$ cat src/rtl/dds_sweep_pkg.sv
// Shared constants for the DDS frequency sweep controller: FSM state
// encoding, sweep mode codes and default widths.
package dds_sweep_pkg;

  localparam int FREQ_BIT_DEF  = 26;
  localparam int DWELL_BIT_DEF = 24;

  // Sweep FSM states
  localparam logic [1:0] ST_IDLE  = 2'd0;
  localparam logic [1:0] ST_SWEEP = 2'd1;
  localparam logic [1:0] ST_DONE  = 2'd2;

  // Sweep modes; code 3 is reserved and behaves as single
  localparam logic [1:0] MODE_SINGLE = 2'd0;
  localparam logic [1:0] MODE_SAW    = 2'd1;
  localparam logic [1:0] MODE_TRI    = 2'd2;

endpackage

$ cat src/rtl/dds_dwell_timer.sv
// Loadable dwell down-counter. A load of D (D >= 1) makes expire pulse on
// the D-th cycle after the load edge. A load in the expiring cycle restarts
// the count seamlessly. The counter idles at zero, where expire stays low.
module dds_dwell_timer
  import dds_sweep_pkg::*;
#(
  parameter int DWELL_BIT = DWELL_BIT_DEF
) (
  input  logic                 clk,
  input  logic                 rst_n,
  input  logic                 clear,
  input  logic                 load,
  input  logic [DWELL_BIT-1:0] load_val,
  output logic                 expire
);

  logic [DWELL_BIT-1:0] cnt;

  assign expire = (cnt == DWELL_BIT'(1));

  // Count down once per cycle; clear wins over load, load wins over counting.
  always_ff @(posedge clk or negedge rst_n) begin
    if (!rst_n) begin
      cnt <= '0;
    end else if (clear) begin
      cnt <= '0;
    end else if (load) begin
      cnt <= load_val;
    end else if (cnt != '0) begin
      cnt <= cnt - DWELL_BIT'(1);
    end
  end

endmodule

$ cat src/rtl/dds_sweep_ctrl.sv
// Frequency sweep controller feeding the DDS core. It steps freq_ctrl from
// f_start toward f_stop in f_step increments and holds each point for the
// dwell time. Single, sawtooth and triangle sweeps are supported. Each step
// and each endpoint is clamped so the endpoint is always presented exactly
// once per pass.
//
// Request semantics: start is a one-cycle request that is accepted only
// when the FSM is IDLE. Outside IDLE it is dropped with no side effect.
// stop_req is accepted in every state and always wins over start. Both are
// sampled on the rising sclk edge, and the response is visible on the
// outputs in the following cycle.
module dds_sweep_ctrl
  import dds_sweep_pkg::*;
#(
  parameter int FREQ_BIT  = FREQ_BIT_DEF,
  parameter int DWELL_BIT = DWELL_BIT_DEF
) (
  input  logic                 sclk,
  input  logic                 rst_n,
  input  logic                 start,
  input  logic                 stop_req,
  input  logic [1:0]           mode,
  input  logic [FREQ_BIT-1:0]  f_start,
  input  logic [FREQ_BIT-1:0]  f_stop,
  input  logic [FREQ_BIT-1:0]  f_step,
  input  logic [DWELL_BIT-1:0] dwell,
  output logic [FREQ_BIT-1:0]  freq_ctrl,
  output logic                 dds_en,
  output logic                 sweep_busy,
  output logic                 step_strobe,
  output logic                 sweep_done,
  output logic [1:0]           state_dbg
);

  logic [1:0]           state;
  logic [1:0]           cfg_mode;
  logic [FREQ_BIT-1:0]  cfg_start;
  logic [FREQ_BIT-1:0]  cfg_stop;
  logic [FREQ_BIT-1:0]  cfg_step;
  logic [DWELL_BIT-1:0] cfg_dwell;
  logic                 cfg_up;     // f_stop above f_start
  logic                 cfg_degen;  // zero step or zero span: one point only
  logic                 fwd;        // current pass heads toward f_stop

  logic [DWELL_BIT-1:0] dwell_eff;
  logic [FREQ_BIT-1:0]  cur_tgt;
  logic                 cur_up;
  logic                 at_target;
  logic                 end_sweep;
  logic [FREQ_BIT-1:0]  nxt_freq;
  logic                 nxt_fwd;
  logic                 start_ok;
  logic                 step_go;
  logic                 expire;

  assign state_dbg = state;

  // One step toward tgt, computed one bit wider so that overflow and
  // underflow both clamp to the target instead of wrapping.
  function automatic logic [FREQ_BIT-1:0] step_clamp(
    input logic [FREQ_BIT-1:0] cur,
    input logic [FREQ_BIT-1:0] stp,
    input logic [FREQ_BIT-1:0] tgt,
    input logic                up
  );
    logic [FREQ_BIT:0] r;
    if (up) begin
      r = {1'b0, cur} + {1'b0, stp};
      step_clamp = (r >= {1'b0, tgt}) ? tgt : r[FREQ_BIT-1:0];
    end else begin
      r = {1'b0, cur} - {1'b0, stp};
      step_clamp = (r[FREQ_BIT] || (r[FREQ_BIT-1:0] <= tgt)) ? tgt : r[FREQ_BIT-1:0];
    end
  endfunction

  assign dwell_eff = (dwell == '0) ? DWELL_BIT'(1) : dwell;
  assign start_ok  = (state == ST_IDLE) && start && !stop_req;
  assign step_go   = (state == ST_SWEEP) && expire && !stop_req && !end_sweep;

  // Decide the next frequency point and whether the sweep ends at this expiry.
  always_comb begin
    cur_tgt   = fwd ? cfg_stop : cfg_start;
    cur_up    = fwd ? cfg_up : ~cfg_up;
    at_target = (freq_ctrl == cur_tgt);
    end_sweep = cfg_degen ||
                (at_target && (cfg_mode != MODE_SAW) && (cfg_mode != MODE_TRI));
    nxt_freq  = step_clamp(freq_ctrl, cfg_step, cur_tgt, cur_up);
    nxt_fwd   = fwd;
    if (at_target && (cfg_mode == MODE_SAW)) begin
      nxt_freq = cfg_start;
    end else if (at_target && (cfg_mode == MODE_TRI)) begin
      // Leave the endpoint toward the opposite end without repeating it.
      nxt_fwd  = ~fwd;
      nxt_freq = step_clamp(freq_ctrl, cfg_step, fwd ? cfg_start : cfg_stop, ~cur_up);
    end
  end

  dds_dwell_timer #(
    .DWELL_BIT (DWELL_BIT)
  ) u_dwell_timer (
    .clk      (sclk),
    .rst_n    (rst_n),
    .clear    (stop_req),
    .load     (start_ok | step_go),
    .load_val (start_ok ? dwell_eff : cfg_dwell),
    .expire   (expire)
  );

  // Sweep FSM, captured configuration and registered outputs.
  always_ff @(posedge sclk or negedge rst_n) begin
    if (!rst_n) begin
      state       <= ST_IDLE;
      cfg_mode    <= '0;
      cfg_start   <= '0;
      cfg_stop    <= '0;
      cfg_step    <= '0;
      cfg_dwell   <= '0;
      cfg_up      <= 1'b0;
      cfg_degen   <= 1'b0;
      fwd         <= 1'b0;
      freq_ctrl   <= '0;
      dds_en      <= 1'b0;
      sweep_busy  <= 1'b0;
      step_strobe <= 1'b0;
      sweep_done  <= 1'b0;
    end else begin
      step_strobe <= 1'b0;
      sweep_done  <= 1'b0;
      if (stop_req) begin
        state      <= ST_IDLE;
        dds_en     <= 1'b0;
        sweep_busy <= 1'b0;
      end else begin
        case (state)
          ST_IDLE: begin
            if (start) begin
              cfg_mode    <= mode;
              cfg_start   <= f_start;
              cfg_stop    <= f_stop;
              cfg_step    <= f_step;
              cfg_dwell   <= dwell_eff;
              cfg_up      <= (f_stop > f_start);
              cfg_degen   <= (f_step == '0) || (f_start == f_stop);
              fwd         <= 1'b1;
              freq_ctrl   <= f_start;
              dds_en      <= 1'b1;
              sweep_busy  <= 1'b1;
              step_strobe <= 1'b1;
              state       <= ST_SWEEP;
            end
          end
          ST_SWEEP: begin
            if (expire) begin
              if (end_sweep) begin
                state      <= ST_DONE;
                sweep_busy <= 1'b0;
                sweep_done <= 1'b1;
              end else begin
                freq_ctrl   <= nxt_freq;
                fwd         <= nxt_fwd;
                step_strobe <= 1'b1;
              end
            end
          end
          ST_DONE: begin
            state <= ST_IDLE;
          end
          default: begin
            state <= ST_IDLE;
          end
        endcase
      end
    end
  end

endmodule

$ cat config.mk
export PLATFORM = sky130hd
export DESIGN_NAME = dds_sweep_ctrl
export DESIGN_NICKNAME = d
export VERILOG_FILES = /design/src/rtl/dds_sweep_pkg.sv /design/src/rtl/dds_dwell_timer.sv /design/src/rtl/dds_sweep_ctrl.sv
export SDC_FILE = /design/constraint.sdc
export NUM_CORES = 1
export LEC_CHECK = 0
export CORE_AREA = 10 10 196 180
export DETAILED_ROUTE_END_ITERATION = 8
export DIE_AREA = 0 0 206 190
export DONT_BUFFER_PORTS = 1
export SKIP_LAST_GASP = 1
export SYNTH_ARGS = -nofsm -noshare
export SYNTH_HDL_FRONTEND = slang
export SYNTH_SLANG_ARGS = --single-unit
export TNS_END_PERCENT = 10
$ cat constraint.sdc
create_clock -name sclk -period 6.2 [get_ports sclk]
set_clock_uncertainty 0.2 [all_clocks]
set_input_delay 1.24 -clock sclk [delete_from_list [all_inputs] [get_ports sclk]]
set_output_delay 1.24 -clock sclk [all_outputs]
set_load 0.03 [all_outputs]
# [Word level (Yosys, flattened, before mapping)]
# Index checks and enable logic that the tools add are counted.
[op_classes] addsub=3 n_mul=0 n_div=0 order_cmp=5 n_eq_ne=16 shifts=0 mux=46 bitwise=4 reduce_logical=30
[op_table] cell="two-way mux 26 bit" count=13
[op_table] cell="two-way mux 24 bit" count=5
[op_table] cell=">= comparator 27 x 26 -> 1 bit" count=2
[op_table] cell="equality test 26 bit" count=2
[op_table] cell="less-or-equal comparator 26 bit" count=2
[op_table] cell="one-hot mux 26 bit (2 select lines)" count=1
[op_table] cell="adder 26 x 26 -> 27 bit" count=1
[op_table] cell="subtractor 26 x 26 -> 27 bit" count=1
[op_table] cell="greater-than comparator 26 bit" count=1
[op_table] cell="logical NOT 26 bit" count=1
[op_table] cell="equality test 24 x 1 -> 1 bit (second input constant)" count=1
[op_table] cell="logical NOT 24 bit" count=1
[op_table] cell="nonzero test 24 bit" count=1
[op_table] cell="subtractor 24 x 1 -> 24 bit (second input constant)" count=1
[op_table] cell="two-way mux 1 bit" count=19
[op_table] cell="inequality test 2 bit (second input constant)" count=5
[op_table] cell="logical AND 1 bit" count=9
[op_table] cell="inequality test 3 bit (second input constant)" count=3
[op_table] cell="two-way mux 2 bit" count=4
[op_table] cell="AND reduction 7 bit" count=1
[op_table] cell="one-hot mux 1 bit (2 select lines)" count=3
[op_table] cell="AND reduction 3 bit" count=2
[op_table] cell="nonzero test 2 bit" count=3
[op_table] cell="nonzero test 3 bit" count=2
[op_table] cell="other kinds (12)" count=20
[word_totals] ff_bits=163 latch_bits=0 ramBits=0 rom_bits=0 inputBits=108 wordCells=119 mem_count=0

# [Longest topological paths before layout]
[logic_depth] word_depth=10 ltp_mapped=27 depth_no_buf=24

# [Cells and area by module]
# A second synthesis with hierarchy kept.
[hier_totals] hier_cells=1822 hier_area_um2=14961.8
[modules_own_cells] module="dds_sweep_ctrl" instances=1 cells_each=1657 area_per_inst_um2=13396.6
[modules_own_cells] module="dds_dwell_timer" instances=1 cells_each=165 area_per_inst_um2=1565.3

# [Least setup slack after synthesis]
# Ideal clock, no wire load.
[synth_path] path_kind="register to register" startpoint="reg freq_ctrl[1]" endpoint="reg freq_ctrl[19]" setup_time_ns=0.122 arrival_ns=5.167 t_required_ns=5.878 setup_slack_ns=0.711 stages_incl_launch_ff=24 path_buffers=2 path_cell_list="dfrtp_1 inv_1 fa_1 o21ba_2 or4_1 a21oi_1 a32oi_1 nand2_1 nor2_1 o21ai_0 xnor2_1 ha_1 nand4_1 or4_1 o41ai_1 a311oi_1 o211a_1 buf_4 buf_4 mux2i_1 a221oi_1 o21ai_0 o221ai_1 nor2_1"
[synth_between] elab_chain_len=10
[synth_lines] element="start, declared" line="dds_sweep_ctrl.sv:27" text="output logic [FREQ_BIT-1:0] freq_ctrl,"
[synth_lines] element="start signal, assigned" line="dds_sweep_ctrl.sv:145" text="freq_ctrl <= f_start;"
[synth_lines] element="start signal, assigned" line="dds_sweep_ctrl.sv:159" text="freq_ctrl <= nxt_freq;"
[synth_lines] element="subtractor 26 x 26 -> 27 bit" line="dds_sweep_ctrl.sv:71" text="r = {1'b0, cur} - {1'b0, stp};"
[synth_lines] element="less-or-equal comparator 26 bit" line="dds_sweep_ctrl.sv:72" text="step_clamp = (r[FREQ_BIT] || (r[FREQ_BIT-1:0] <= tgt)) ? tgt : r[FREQ_BIT-1:0];"
[synth_lines] element="logical OR 1 bit" line="dds_sweep_ctrl.sv:72"
[synth_lines] element="two-way mux 26 bit" line="dds_sweep_ctrl.sv:72"
[synth_lines] element="two-way mux 26 bit" line="dds_sweep_ctrl.sv:67" text="if (up) begin"
[synth_lines] element="two-way mux 26 bit" line="dds_sweep_ctrl.sv:91" text="end else if (at_target && (cfg_mode == MODE_TRI)) begin"
[synth_lines] element="two-way mux 26 bit" line="dds_sweep_ctrl.sv:89" text="if (at_target && (cfg_mode == MODE_SAW)) begin"
[synth_lines] element="two-way mux 26 bit" line="dds_sweep_ctrl.sv:154" text="if (end_sweep) begin"
[synth_lines] element="two-way mux 26 bit" line="dds_sweep_ctrl.sv:153" text="if (expire) begin"
[synth_lines] element="one-hot mux 26 bit (2 select lines)" line="dds_sweep_ctrl.sv:134" text="case (state)"
# Parallel ways exist; a longest one is shown, timed or not. The select of a mux whose other input is x is not followed.
# A chain may end at the register's enable or synchronous reset.

# [Worst setup path in the final report]
[layout_path] startpoint="reg freq_ctrl[10]" endpoint="reg freq_ctrl[3]"
# Same word-level chain as after synthesis.

==> results.json <==
{
  "clk_pin_slew_ns": 0.08,
  "p_int_mw": 3.943,
  "dieArea_um2": 39140,
  "crit_slowest_cell": "dfrtp_1",
  "synth-edff-count": 0,
  "p_total_mw": 8.144,
  "pre_cts_ws_ns": -0.06474,
  "setup_violations": 0,
  "rows": 62,
  "core_um2": 31340,
  "ys_ff_latch": 163,
  "synth.top_cell.area_share_pct": 26.55,
  "worst_pin_slew_ns": 1.114,
  "whs_ns": 0.2675,
  "instances_no_fill": 2386,
  "critPathArrivalTime_ns": 6.22,
  "synth_area_um2": 15360,
  "fillers": 2976,
  "grt_pass1_vias": 14034,
  "vias": 14984,
  "crit_fanout": 22,
  "dp_hpwl_um": 47480,
  "power_frac_seq_pct": 17.5,
  "finalHoldViolations": 0,
  "syn_area_per_cell_um2": 8.026,
  "yosys_warnings": 0,
  "netlist_top_cells_count": "nand2_1, ha_1, dfrtp_1",
  "holdBufCountCts": 0,
  "drv_cap": 0,
  "hold_path_class": "input port to asynchronous set/reset pin",
  "r2r_start": "freq_ctrl[10]",
  "powerDensity_nw_per_um2": 478.0,
  "routedWlPerCell_um": 24.96,
  "synth.area.top_cells": "dfrtp_1, ha_1, nand2_1",
  "period_share_pct": 98.41,
  "yosysMostFrequentCell": "nand2_1",
  "path_cells": "ha_1 > buf_4 > nand2_1 > nor4_4 > and2_1 > a211oi_4 > a21oi_1 > nor2_1 > o31ai_1 > xnor2_1 > buf_4 > ha_1 > nand3_1 > nor4_2 > o21ai_0 > o211ai_1 > nor3_2 > nor4b_4 > a221o_2 > nand2_2 > buf_12 > and3_1 > o31ai_1",
  "tns_ns": 0,
  "finalNetCount": 2245,
  "multi_input_area_um2": 10500,
  "chipWidth_um": 206,
  "dpl_cell_area_um2": 16370,
  "die_y_um": 190,
  "relSlewSlack_pct": 23.83,
  "critical_path.top_delay_family": "simple AND/OR/NAND/NOR gates",
  "cp.buffers_inverters": 3,
  "crit_start": "freq_ctrl[10]",
  "drc": 0,
  "p_clk_share_pct": 14.2,
  "critPathMaxStageDelay_ns": 0.51,
  "p_leak_nw": 7.977,
  "clk_latency_ns": 0.47,
  "fin_crit_ns": 6.102,
  "placed_cells": 2352,
  "seq_area_um2": 4081,
  "end_kind": "flip-flop",
  "antenna_found_initial": 1,
  "p_sw_share_pct": 51.58,
  "grt_start_max_net_pins": 164,
  "ys.flop_type": "dfrtp_1",
  "p_switching_mw": 4.200,
  "async_flop_share_pct": 100.0,
  "boundaryPins": 140,
  "drive_above_1_share_pct": 10.82,
  "yosysUniqueCellTypes": 94,
  "clockBufferDepth": 2,
  "ant_nets": 0,
  "drtPass1Iterations": 6,
  "clock-root-buffer": "clkbuf_16",
  "path_class": "flip-flop to flip-flop",
  "place_congestion": 1.009,
  "drt_iter0_drc": 1661,
  "rrSetupSlack_ns": 0.1,
  "routed_wl_um": 59570,
  "overflow": 0,
  "rsz0062_at_grt": "true",
  "ir_drop_uv": 272.8,
  "status": "complete, no violations",
  "slew_violations": 0,
  "worstSetupStartpointType": "flip-flop",
  "grt_usage_pct": 30.08,
  "setup_ws_ns": 0.09828,
  "syn_inst": 1914,
  "cts_tree": "yes",
  "clock_sinks": 163,
  "fin_area_um2": 17040,
  "clock.fmax_mhz": 163.9,
  "synth_nets": 2203,
  "required_ns": 6.32,
  "yosysTopAreaCell": "dfrtp_1",
  "seq_area_frac_synth_pct": 26.55,
  "start_util_pct": 49.02,
  "cts_buffers": 17,
  "port-buffer-count": 0,
  "combPwrFrac_pct": 68.3,
  "utilization_pct": 54.36,
  "grt_pass1_wl_um": 88930,
  "syn_to_final_growth_pct": 10.91,
  "ctsHtreeMaxLevel": 4,
  "routed_via_density": 6.280
}
[worst paths after layout]
path,to,cells past startpoint
worst min register to register,cfg_dwell[4],2
max in group asynchronous,fwd,0
worst max-delay path,freq_ctrl[3],23
min in group sclk,cfg_dwell[4],2
worst min-delay path,cfg_step[4],0
worst max register to register,freq_ctrl[3],23
[power groups by stage]
stage	Clock [mW]	Sequential [mW]	Combinational, mW
3_3_place_gp	0	1.43	5.29
2_1_floorplan	0	1.46	3.49
6_report	1.15	1.42	5.57
5_1_grt	1.21	1.45	6.02
3_5_place_dp	0	1.43	5.32
4_1_cts	1.17	1.42	5.37
[registers in the layout, summed over array words and instances (netlist names)]
register           cells
step_strobe            1
cfg_stop              26
fwd                    1
state_dbg              2
cfg_up                 1
sweep_busy             1
cfg_degen              1
cfg_dwell             24
cfg_step              26
sweep_done             1
dds_en                 1
u_dwell_timer.cnt     24
cfg_start             26
cfg_mode               2
freq_ctrl             26
[timing repair]
action                     CTS  global route
buffers inserted             0             1
setup endpoints to repair    5            26
resized for setup            1            12
pin swaps                    0             2
[cells by family (layout without fill, tap and decap cells)]
logic type	Yosys count	after routing	synth area share [%]
xor+xnor	98	98	5.734
fa+ha+maj	182	182	14.90
flops	163	163	26.55
compound gates	524	524	22.36
simple gates	687	687	20.93
buf+inv	200	255	5.498
mux	60	60	4.023
other cells	0	1	0
[routing by layer]
metal / vias to the layer above / GRT usage (%) / wire length, µm
met5: - / 0 / 21
met1: 7133 / 45.97 / 28140
met3: 67 / 9.847 / 7603
li1: 6967 / - / -
met4: 4 / 7.153 / 1098
met2: 813 / 39.09 / 22700
[cells in the final DEF (no fill, tap or decap), drive strengths merged, types with 5 or more instances in the layout]
cell       n
or3        7
and4       6
o221ai     5
xor2      21
a2111oi   14
nor2b     24
or4        7
mux2i     55
a21o      22
a211o      8
inv      114
o31ai     22
a31oi     22
nor3      44
clkbuf    18
nand2    290
nand2b    17
o21bai    11
buf      118
a221oi    11
a21oi    138
and3      17
a211oi    30
ha       179
nand3     34
nand4     29
or2        8
o21ai    149
nor2     155
o211ai    34
mux2       5
o21a      17
xnor2     77
nor4      35
dfrtp    163
[final cells by class]
| type | count | area share, % |
|---|---|---|
| Multi-Input combinational cell | 1551 | 61.60 |
| Sequential cell | 163 | 23.96 |
| Timing Repair Buffer | 118 | 5.493 |
| Tap cell | 416 | 3.055 |
| Clock buffer | 18 | 2.519 |
| Inverter | 105 | 2.313 |
| Clock inverter | 14 | 1.050 |
| Antenna cell | 1 | 0.01469 |
No activity file was read; power rests on OpenSTA's default activity.
